[config.mk]
export PLATFORM = sky130hd
export DESIGN_NAME = osd_font_sequencer
export DESIGN_NICKNAME = d
export VERILOG_FILES = /design/src/rtl/osd_pkg.sv /design/src/rtl/osd_glyph_shifter.sv /design/src/rtl/osd_font_sequencer.sv
export SDC_FILE = /design/constraint.sdc
export NUM_CORES = 1
export LEC_CHECK = 0
export CORE_ASPECT_RATIO = 0.6
export CORE_MARGIN = 2
export CORE_UTILIZATION = 40
export CTS_CLUSTER_SIZE = 20
export DETAILED_ROUTE_END_ITERATION = 7
export PLACE_DENSITY = 0.75
export SLEW_MARGIN = 40
export SYNTH_ARGS = -nofsm -noshare
export SYNTH_HDL_FRONTEND = slang
export SYNTH_SLANG_ARGS = --single-unit
[constraint.sdc]
create_clock -name CLK_i -period 3.8 [get_ports CLK_i]
set_clock_uncertainty 0.05 [all_clocks]
set_input_delay 0.95 -clock CLK_i [delete_from_list [all_inputs] [get_ports CLK_i]]
set_output_delay 0.95 -clock CLK_i [all_outputs]
set_load 0.01 [all_outputs]
[src/rtl/osd_pkg.sv]
// ============================================================================
// Module : osd_pkg
// Brief  : Shared constants, fetch FSM state encoding and font address helper
//          for the OSD font sequencer.
// Rev    : 1.0  initial release
// ============================================================================
`default_nettype none
`timescale 1ns/1ps

package osd_pkg;

  localparam int OSD_X1_DEF = 48;
  localparam int OSD_Y1_DEF = 40;
  localparam int CHAR_H_DEF = 12;
  localparam int GLYPH_W    = 8;
  localparam int FONT_AW    = 12;

  typedef logic [1:0] fetch_state_t;

  localparam fetch_state_t ST_IDLE    = 2'd0;
  localparam fetch_state_t ST_CHAR_RD = 2'd1;
  localparam fetch_state_t ST_FONT_RD = 2'd2;
  localparam fetch_state_t ST_LOAD    = 2'd3;

  // Result deliberately wraps at FONT_AW bits.
  function automatic logic [FONT_AW-1:0] calc_font_addr(
    input logic [7:0] code,
    input logic [7:0] line,
    input int         char_h
  );
    return FONT_AW'(code) * FONT_AW'(char_h) + FONT_AW'(line);
  endfunction

endpackage

`default_nettype wire

[src/rtl/osd_glyph_shifter.sv]
// ============================================================================
// Module : osd_glyph_shifter
// Brief  : Per-dot glyph shift register with horizontal bit stretching and
//          registered pixel/window outputs.
// Rev    : 1.0  initial release
// ============================================================================
`default_nettype none
`timescale 1ns/1ps

module osd_glyph_shifter
  import osd_pkg::*;
#(
  parameter int HSCALE = 2
) (
  input  logic               clk,
  input  logic               rst_n,
  input  logic               i_pix_en,
  input  logic               i_vblank,
  input  logic               i_win_dot,
  input  logic               i_boundary,
  input  logic [GLYPH_W-1:0] i_next_glyph,
  input  logic               i_next_valid,
  input  logic               i_next_inv,
  output logic               o_pix,
  output logic               o_win
);

  logic [GLYPH_W-1:0] shift_q, shift_d;
  logic               bit_tick_q, bit_tick_d;
  logic               pix_q, pix_d;
  logic               win_q, win_d;

  always_comb begin
    shift_d    = shift_q;
    bit_tick_d = bit_tick_q;
    pix_d      = pix_q;
    win_d      = win_q;
    if (i_vblank) begin
      pix_d = 1'b0;
      win_d = 1'b0;
    end else if (i_pix_en) begin
      if (i_win_dot) begin
        if (i_boundary) begin
          // A missing prefetch shows as a blank cell rather than stale data.
          shift_d    = i_next_valid ? (i_next_glyph ^ {GLYPH_W{i_next_inv}}) : '0;
          bit_tick_d = 1'b0;
        end else if (bit_tick_q == 1'(HSCALE - 1)) begin
          bit_tick_d = 1'b0;
          shift_d    = {shift_q[GLYPH_W-2:0], 1'b0};
        end else begin
          bit_tick_d = bit_tick_q + 1'b1;
        end
        pix_d = shift_d[GLYPH_W-1];
        win_d = 1'b1;
      end else begin
        pix_d = 1'b0;
        win_d = 1'b0;
      end
    end
  end

  always_ff @(posedge clk or negedge rst_n) begin
    if (!rst_n) begin
      shift_q    <= '0;
      bit_tick_q <= 1'b0;
      pix_q      <= 1'b0;
      win_q      <= 1'b0;
    end else begin
      shift_q    <= shift_d;
      bit_tick_q <= bit_tick_d;
      pix_q      <= pix_d;
      win_q      <= win_d;
    end
  end

  assign o_pix = pix_q;
  assign o_win = win_q;

endmodule

`default_nettype wire

[src/rtl/osd_font_sequencer.sv]
// ============================================================================
// Module : osd_font_sequencer
// Brief  : Fetches character codes and glyph rows one cell ahead and streams
//          one glyph bit per OSD window dot.
// Build  : define OSD_INVERT_EN to show codes with bit 7 set inverted.
// Rev    : 1.0  initial release
// ============================================================================
`default_nettype none
`timescale 1ns/1ps

module osd_font_sequencer
  import osd_pkg::*;
#(
  parameter int OSD_X1  = OSD_X1_DEF,
  parameter int OSD_Y1  = OSD_Y1_DEF,
  parameter int COLS    = 16,
  parameter int ROWS    = 4,
  parameter int CHAR_H  = CHAR_H_DEF,
  parameter int HSCALE  = 2,
  parameter int CADDR_W = 6
) (
  input  logic               CLK_i,
  input  logic               NRST_i,
  input  logic               PIX_EN_i,
  input  logic [9:0]         HCNT_i,
  input  logic [8:0]         VCNT_i,
  input  logic               VBLANK_i,
  input  logic               OSD_EN_i,
  output logic [CADDR_W-1:0] CHAR_ADDR_o,
  input  logic [7:0]         CHAR_DATA_i,
  output logic [FONT_AW-1:0] FONT_ADDR_o,
  input  logic [7:0]         FONT_DATA_i,
  output logic               OSD_PIX_o,
  output logic               OSD_WIN_o
);

  localparam int CELL_W = GLYPH_W * HSCALE;
  localparam int COL_W  = $clog2(COLS + 1);
  localparam int ROW_W  = $clog2(ROWS + 1);
  localparam int GL_W   = $clog2(CHAR_H + 1);
  localparam int WIN_X2 = OSD_X1 + COLS * CELL_W;
  localparam int WIN_Y2 = OSD_Y1 + ROWS * CHAR_H;

  fetch_state_t       state_q, state_d;
  logic [COL_W-1:0]   col_q, col_d;
  logic [GL_W-1:0]    glyph_line_q, glyph_line_d;
  logic [ROW_W-1:0]   text_row_q, text_row_d;
  logic               osd_on_q, osd_on_d;
  logic               line_in_win_q, line_in_win_d;
  logic               fetch_act_q, fetch_act_d;
  logic               fetch_req_q, fetch_req_d;
  logic               next_valid_q, next_valid_d;
  logic [GLYPH_W-1:0] next_glyph_q, next_glyph_d;
  logic               next_inv_q, next_inv_d;
  logic [7:0]         code_q, code_d;

  logic       w_line_tick, w_line_in, w_win_dot, w_boundary;
  logic       w_prefetch, w_consume, w_auto, w_inv_flag;
  logic [7:0] w_code, w_code_idx;

  assign w_line_tick = PIX_EN_i && (HCNT_i == 10'd0);
  assign w_line_in   = (VCNT_i >= 9'(OSD_Y1)) && (VCNT_i < 9'(WIN_Y2));
  assign w_win_dot   = osd_on_q && line_in_win_q &&
                       (HCNT_i >= 10'(OSD_X1)) && (HCNT_i < 10'(WIN_X2));
  assign w_boundary  = ((HCNT_i - 10'(OSD_X1)) & 10'(CELL_W - 1)) == 10'd0;
  assign w_prefetch  = PIX_EN_i && !VBLANK_i && osd_on_q && line_in_win_q &&
                       (HCNT_i == 10'(OSD_X1 - 1));
  assign w_consume   = PIX_EN_i && !VBLANK_i && w_win_dot && w_boundary;
  assign w_auto      = fetch_act_q && !next_valid_q && (col_q < COL_W'(COLS));

  // During FONT_RD the RAM data is forwarded so the ROM sees its address in time.
  assign w_code = (state_q == ST_FONT_RD) ? CHAR_DATA_i : code_q;

`ifdef OSD_INVERT_EN
  assign w_code_idx = w_code & 8'h7F;
  assign w_inv_flag = code_q[7];
`else
  assign w_code_idx = w_code;
  assign w_inv_flag = 1'b0;
`endif

  assign CHAR_ADDR_o = CADDR_W'(32'(text_row_q) * 32'(COLS) + 32'(col_q));
  assign FONT_ADDR_o = calc_font_addr(w_code_idx, 8'(glyph_line_q), CHAR_H);

  always_comb begin
    state_d       = state_q;
    col_d         = col_q;
    glyph_line_d  = glyph_line_q;
    text_row_d    = text_row_q;
    osd_on_d      = osd_on_q;
    line_in_win_d = line_in_win_q;
    fetch_act_d   = fetch_act_q;
    fetch_req_d   = fetch_req_q | w_prefetch;
    next_valid_d  = next_valid_q;
    next_glyph_d  = next_glyph_q;
    next_inv_d    = next_inv_q;
    code_d        = code_q;

    if (VBLANK_i) begin
      osd_on_d      = OSD_EN_i;
      glyph_line_d  = '0;
      text_row_d    = '0;
      line_in_win_d = 1'b0;
      fetch_act_d   = 1'b0;
      fetch_req_d   = 1'b0;
    end else if (w_line_tick) begin
      // The previous line's window status decides whether the glyph line advances.
      line_in_win_d = w_line_in;
      fetch_act_d   = 1'b0;
      if (line_in_win_q) begin
        if (glyph_line_q == GL_W'(CHAR_H - 1)) begin
          glyph_line_d = '0;
          text_row_d   = text_row_q + ROW_W'(1);
        end else begin
          glyph_line_d = glyph_line_q + GL_W'(1);
        end
      end
    end

    if (w_prefetch) begin
      col_d        = '0;
      next_valid_d = 1'b0;
      fetch_act_d  = 1'b1;
    end
    if (w_consume) begin
      next_valid_d = 1'b0;
    end

    case (state_q)
      ST_IDLE: begin
        if (!VBLANK_i && (w_prefetch || fetch_req_q || w_auto)) begin
          state_d     = ST_CHAR_RD;
          fetch_req_d = 1'b0;
        end
      end
      ST_CHAR_RD: state_d = VBLANK_i ? ST_IDLE : ST_FONT_RD;
      ST_FONT_RD: begin
        code_d  = CHAR_DATA_i;
        state_d = VBLANK_i ? ST_IDLE : ST_LOAD;
      end
      ST_LOAD: begin
        state_d = ST_IDLE;
        // A line restart during this fetch makes its result stale; drop it.
        if (!fetch_req_q && !w_prefetch) begin
          next_glyph_d = FONT_DATA_i;
          next_inv_d   = w_inv_flag;
          next_valid_d = 1'b1;
          col_d        = col_q + COL_W'(1);
        end
      end
      default: state_d = ST_IDLE;
    endcase
  end

  always_ff @(posedge CLK_i or negedge NRST_i) begin
    if (!NRST_i) begin
      state_q       <= ST_IDLE;
      col_q         <= '0;
      glyph_line_q  <= '0;
      text_row_q    <= '0;
      osd_on_q      <= 1'b0;
      line_in_win_q <= 1'b0;
      fetch_act_q   <= 1'b0;
      fetch_req_q   <= 1'b0;
      next_valid_q  <= 1'b0;
      next_glyph_q  <= '0;
      next_inv_q    <= 1'b0;
      code_q        <= '0;
    end else begin
      state_q       <= state_d;
      col_q         <= col_d;
      glyph_line_q  <= glyph_line_d;
      text_row_q    <= text_row_d;
      osd_on_q      <= osd_on_d;
      line_in_win_q <= line_in_win_d;
      fetch_act_q   <= fetch_act_d;
      fetch_req_q   <= fetch_req_d;
      next_valid_q  <= next_valid_d;
      next_glyph_q  <= next_glyph_d;
      next_inv_q    <= next_inv_d;
      code_q        <= code_d;
    end
  end

  osd_glyph_shifter #(
    .HSCALE (HSCALE)
  ) u_shifter (
    .clk          (CLK_i),
    .rst_n        (NRST_i),
    .i_pix_en     (PIX_EN_i),
    .i_vblank     (VBLANK_i),
    .i_win_dot    (w_win_dot),
    .i_boundary   (w_boundary),
    .i_next_glyph (next_glyph_q),
    .i_next_valid (next_valid_q),
    .i_next_inv   (next_inv_q),
    .o_pix        (OSD_PIX_o),
    .o_win        (OSD_WIN_o)
  );

endmodule

`default_nettype wire
# --- Word level (Yosys, flattened, before mapping) ---
# Index checks and enable logic that the tools add are counted.
word_totals:
  inputBits: 40
  latch_bits: 0
  output_inout_bits: 20
  wordCells: 111
  memories: 0
  romBits: 0
  register_bits: 46
  ram_bits: 0
op_classes:
  div_mod_pow: 0
  n_reduce_logical: 35
  shift: 0
  eq_ne: 6
  n_addsub: 7
  magnitude_cmp: 5
  mul: 1
  n_bitwise: 2
  muxes: 39
ops:
  columns: ["op", "count"]
  rows:
  - ["$mux W8", 4]
  - ["$logic_not A10 Y1", 2]
  - ["$mux W1", 20]
  - ["$mux W4", 4]
  - ["$logic_and A1 B1 Y1", 15]
  - ["$mux W5", 3]
  - ["$add A12 B4 Y12", 1]
  - ["$mux W3", 4]
  - ["$eq A10 B6 Y1 const B", 1]
  - ["$ge A10 B6 Y1 const B", 1]
  - ["$lt A10 B9 Y1 const B", 1]
  - ["$mul A8 B2 Y10 const B", 1]
  - ["$reduce_bool A2 Y1", 5]
  - ["$ge A9 B6 Y1 const B", 1]
  - ["$lt A9 B7 Y1 const B", 1]
  - ["$pmux W2 S4", 1]
  - ["$add A6 B5 Y6", 1]
  - ["$mux W2", 3]
  - ["$reduce_and A3 Y1", 2]
  - ["$add A5 B1 Y5 const B", 1]
  - ["$lt A5 B5 Y1 const B", 1]
  - ["$add A4 B1 Y4 const B", 1]
  - ["$eq A2 B2 Y1 const B", 2]
  - ["$eq A4 B4 Y1 const B", 1]
  - ["13 further kinds", 18]

# --- Depth between registers and ports, before layout ---
logic_depth:
  depth_word: 10
  mapped_depth: 12
  mapped_depth_nobuf: 10

# --- Hierarchy ---
# A second synthesis with hierarchy kept.
hier_totals:
  cells_unflattened: 300
  area_unflattened_um2: 2967.8
modules_own_cells:
  columns: ["mod", "area_each_um2", "cells_each", "instances", "seq_area_each_um2"]
  rows:
  - ["osd_font_sequencer", 2354.8, 243, 1, 850.8]
  - ["osd_glyph_shifter", 613.1, 57, 1, 275.3]

# --- Worst setup path before layout ---
# No wires, ideal clock.
synth_timing:
  kind: "input-to-output"
  from: "in CHAR_DATA_i[0]"
  to: "out FONT_ADDR_o[11]"
  setup_slack_ps: -161
  path_buffers: 0
  required_time_ps: 2800
  cell_stages: 9
  arrival_ps: 2961
  path_cell_list: "mux2_2 ha_1 ha_1 a311o_1 a31oi_4 xnor2_1 nor4b_2 nand4_1 xnor2_1"
synth_via:
  elab_chain_len: 3
synth_rtl:
  columns: ["item", "line", "source"]
  rows:
  - ["start: declaration", "osd_font_sequencer.sv:30", "input logic [7:0] CHAR_DATA_i,"]
  - ["$mux W8", null, null]
  - ["$mul A8 B2 Y10", "osd_pkg.sv:31", "return FONT_AW'(code) * FONT_AW'(char_h) + FONT_AW'(line);"]
  - ["$add A12 B4 Y12", "osd_pkg.sv:31", null]
  - ["end: declaration", "osd_font_sequencer.sv:31", "output logic [FONT_AW-1:0] FONT_ADDR_o,"]
# No other way between the ends.

# --- Worst setup path after layout ---
layout_timing:
  from: "in CHAR_DATA_i[1]"
  to: "out FONT_ADDR_o[11]"
# The elaborated chain is that of the path after synthesis.

==> impl_results.md <==
- Outcome: complete, but fails checks
- Failing checks: negative setup slack
- Internal reg-to-reg setup slack: about 1.9 ns
- Syn_nets: roughly 330
- Post-synth top flop: dfrtp_1
- Period utilisation layout: 110%
- Pre-antenna DRT Iters: 4
- Worst slew margin: between 50% and 60%
- CTS max path bufs: 2
- Post-Syn Area per Cell: slightly above 10 µm²
- Nets: ~430
- Pins Over Slew Limit: 0
- HP Class: reg -> reg
- Unrepaired setup endpoints after global routing: yes
- Reg clk slew, reported paths: ~0.060 ns
- Detailed Route WL: between 6 and 7 mm
- FF-to-FF End: next_glyph_q[4]
- WP buf/inv: 2
- Final Util: 62.6%
- Crit path required time: 2.80 ns
- Fillers: 563
- Number of global-route vias before repair: between 2k and 2.5k
- Area of the multi-input gates: approximately 1800 µm²
- Layout cell share with drive strength beyond 1: between 30 and 40%
- Max-Cap Viols: 0
- Sequential cell area: 1130 µm²
- Fin. Hold Viols: 0
- Critical path type: in -> out
- CTS Sinks: between 40 and 50
- Worst slew pin tran: roughly 0.74 ns
- Port bufs: between 50 and 60
- Starting Density: between 40% and 50%
- VDD IR max: 0.302 mV
- Final Cell Area: approximately 4200 µm²
- Compound-Gate Fraction of Synth Area: 12.4%
- Crit-path cells: buf_8, mux2_4, ha_4, ha_4, a311o_1, a31oi_4, xnor2_2, nor4b_4, nand4_1, xnor2_2, buf_2
- Post-synth EDFFs: 0
- Synth Cell Area: approximately 2800 µm²
- Fmax: ~240 MHz
- CTS tree: done
- Finish-stage setup viols: 6
- Yosys warning count: 0
- Worst-path fanout max: 3
- # rows: 23
- Die width: about 110 µm
- Synth async-reset ratio: 100%
- Gr usage total: about a fifth
- Height of the die: a little under 70 µm
- Minimum clock period: roughly 4.2 ns
- Largest net degree at the start of global routing: 46
- Area grow syn2layout: 51.4%
- Worst Setup End Kind: output pin
- Seq/Total Area, Yosys: around 40%
- Reg-to-reg startpoint: state_q[1]
- Clk root buf: clkbuf_16
- Antenna Nets Post-Route: 0
- Top delay family on crit path: compound AO/OA/AOI/OAI gates
- CTS buffer count: 5
- Clk_lat worst skew: 0.28 ns
- First-pass GRT wire length: approximately 11 mm
- Cells on worst reg2reg path: 5
- HPWL after DPL: 4.85 mm
- Worst setup margin: -0.390 ns
- Hold EP: u_shifter.o_win
- Setup TNS: -1.49 ns
- Vias/cell: around 5.1
- Routed wire per std cell: 14.7 µm
- Slowest-stage cell, CP: a311o_1
- Die area: around 7600 µm²
- Via count: ~2.4k
- Num ports: 60
- Main combinational cell family by area after synthesis: simple AND/OR/NAND/NOR gates
- Post-synthesis mux area share: ~11%
- Post-synthesis adder-cell area fraction: under 10%
- Total grt overflow: 0
- Post-synthesis sequential element count: between 40 and 50
- Total core area: 6710 µm²
- Synthesized instance count: about 270
- Hold path start: u_shifter.o_win
- Power Dens Cells: 573 nW/µm²
- Placement Cell Area: roughly 3800 µm²
- Post-synthesis xor/xnor area fraction: 6.95%
- Initial DRC count: between 50 and 60
- # DRC: 0
- Leak pwr: approximately 1.9 nW
- Initial antenna violation count: 0
- H-Tree Depth: 2
- Startpoint class of the critical path: input port
- Worst path max stage delay: ~0.35 ns
- GPL Wtd Cong: slightly below 0.8
- N_diodes: 0
- CP arrival: about 3.2 ns
- Hold path cells: 1
- Hold buffer count at cts: 0
- Post-synthesis simple-gate area fraction: a little under a fifth
- Synth cell types: between 50 and 60
## worst max-delay path by stage
stage,from,to,slack [ns],depth (start not counted)
final,CHAR_DATA_i[1],FONT_ADDR_o[11],-0.39,11
after global routing,CHAR_DATA_i[1],FONT_ADDR_o[11],-0.45,11
after CTS,CHAR_DATA_i[1],FONT_ADDR_o[11],-0.40,11
after detailed placement,CHAR_DATA_i[1],FONT_ADDR_o[11],-1.19,11
after global placement,CHAR_DATA_i[1],FONT_ADDR_o[11],-1.13,11
after floorplan,CHAR_DATA_i[0],FONT_ADDR_o[10],-0.06,9
## worst register-to-register path: stages (launching register included)
cell and delay, ns:
dfrtp_1 0.39, buf_4 0.15, nand2_1 0.05, nor2_1 0.39
nand2b_1 0.36, mux2_2 0.37
## timing repair
action | CTS | global route
resized for setup | 78 | 23
buffers inserted | 11 | 3
pin swaps | 19 | 10
setup endpoints to repair | 9 | 7
## logic make-up after synthesis
kind of cell | Yosys count
buffers and inverters | 21
AO/OA/AOI/OAI | 49
XOR/XNOR | 22
multiplexers | 26
flip-flops | 45
adder cells (fa/ha/maj) | 14
AND/OR/NAND/NOR | 94
## sequential cells by signal, indices dropped and copies added (netlist names), 2 cells and up
signal / count
state_q: 2
text_row_q: 2
u_shifter.shift_q: 8
next_glyph_q: 8
col_q: 5
code_q: 8
glyph_line_q: 4
## where the power goes
part | leakage, nW | switching [W] | total (W) | internal, W
Sequential | 0.578 | 0.0000180 | 0.000527 | 0.000509
Clock | 0.0641 | 0.000172 | 0.000416 | 0.000244
Combinational | 1.24 | 0.000635 | 0.00146 | 0.000829
## metrics by stage
step	worst slack, ns	instances	hold slack [ns]	total power, W
floorplan	-0.0601	271	0.400	0.00115
global placement	-1.13	444	0.414	0.00166
detailed placement	-1.19	444	0.418	0.00169
CTS	-0.400	462	0.431	0.00230
global route	-0.451	465	0.447	0.00255
finish	-0.390	465	0.429	0.00241
## layout make-up
cell class	instances	share of cell area [%]
tap	87	2.59
clock buffer	7	3.16
inverter	6	0.536
clock inverter	1	0.179
sequential	45	26.8
timing repair buffer	114	23.5
multi-input combinational	205	43.3
## cell usage in the layout, fill, tap and decap left out, types with 9 or more instances in the layout
cell type        count
buf_4               51
dfrtp_1             45
clkdlybuf4s50_1     39
nor2_1              24
nand2_1             18
mux2_2              12
a21oi_1             11
xor2_1              10
o21ai_0              9
buf_6                9
## synthesized netlist by cell type (3+ instances only)
| master | number | share of area (%) |
|---|---|---|
| a21o_1 | 4 | 1.1 |
| a21oi_1 | 13 | 2.3 |
| a22oi_1 | 6 | 1.6 |
| a31o_2 | 3 | 0.95 |
| buf_2 | 3 | 0.54 |
| buf_4 | 6 | 1.6 |
| clkbuf_1 | 5 | 0.68 |
| dfrtp_1 | 45 | 41 |
| ha_1 | 13 | 5.9 |
| inv_1 | 6 | 0.81 |
| mux2_2 | 19 | 7.7 |
| mux2i_1 | 5 | 1.8 |
| nand2_1 | 23 | 3.1 |
| nand3_1 | 5 | 0.90 |
| nand4_1 | 6 | 1.4 |
| nor2_1 | 25 | 3.4 |
| nor2b_1 | 4 | 0.90 |
| nor3_1 | 5 | 0.90 |
| nor4_1 | 3 | 0.68 |
| o21ai_0 | 10 | 1.8 |
| xnor2_1 | 9 | 2.8 |
| xor2_1 | 13 | 4.1 |
## metal layers
| metal | up-vias | track usage, % | share of wire, % |
|---|---|---|---|
| met5 | - | 0 | 0 |
| met4 | 0 | 4.78 | 0.66 |
| met3 | 7 | 4.20 | 3.6 |
| met2 | 44 | 30.1 | 46 |
| met1 | 1152 | 26.4 | 49 |
| li1 | 1180 | - | - |
(Power assumes the default switching activity.)
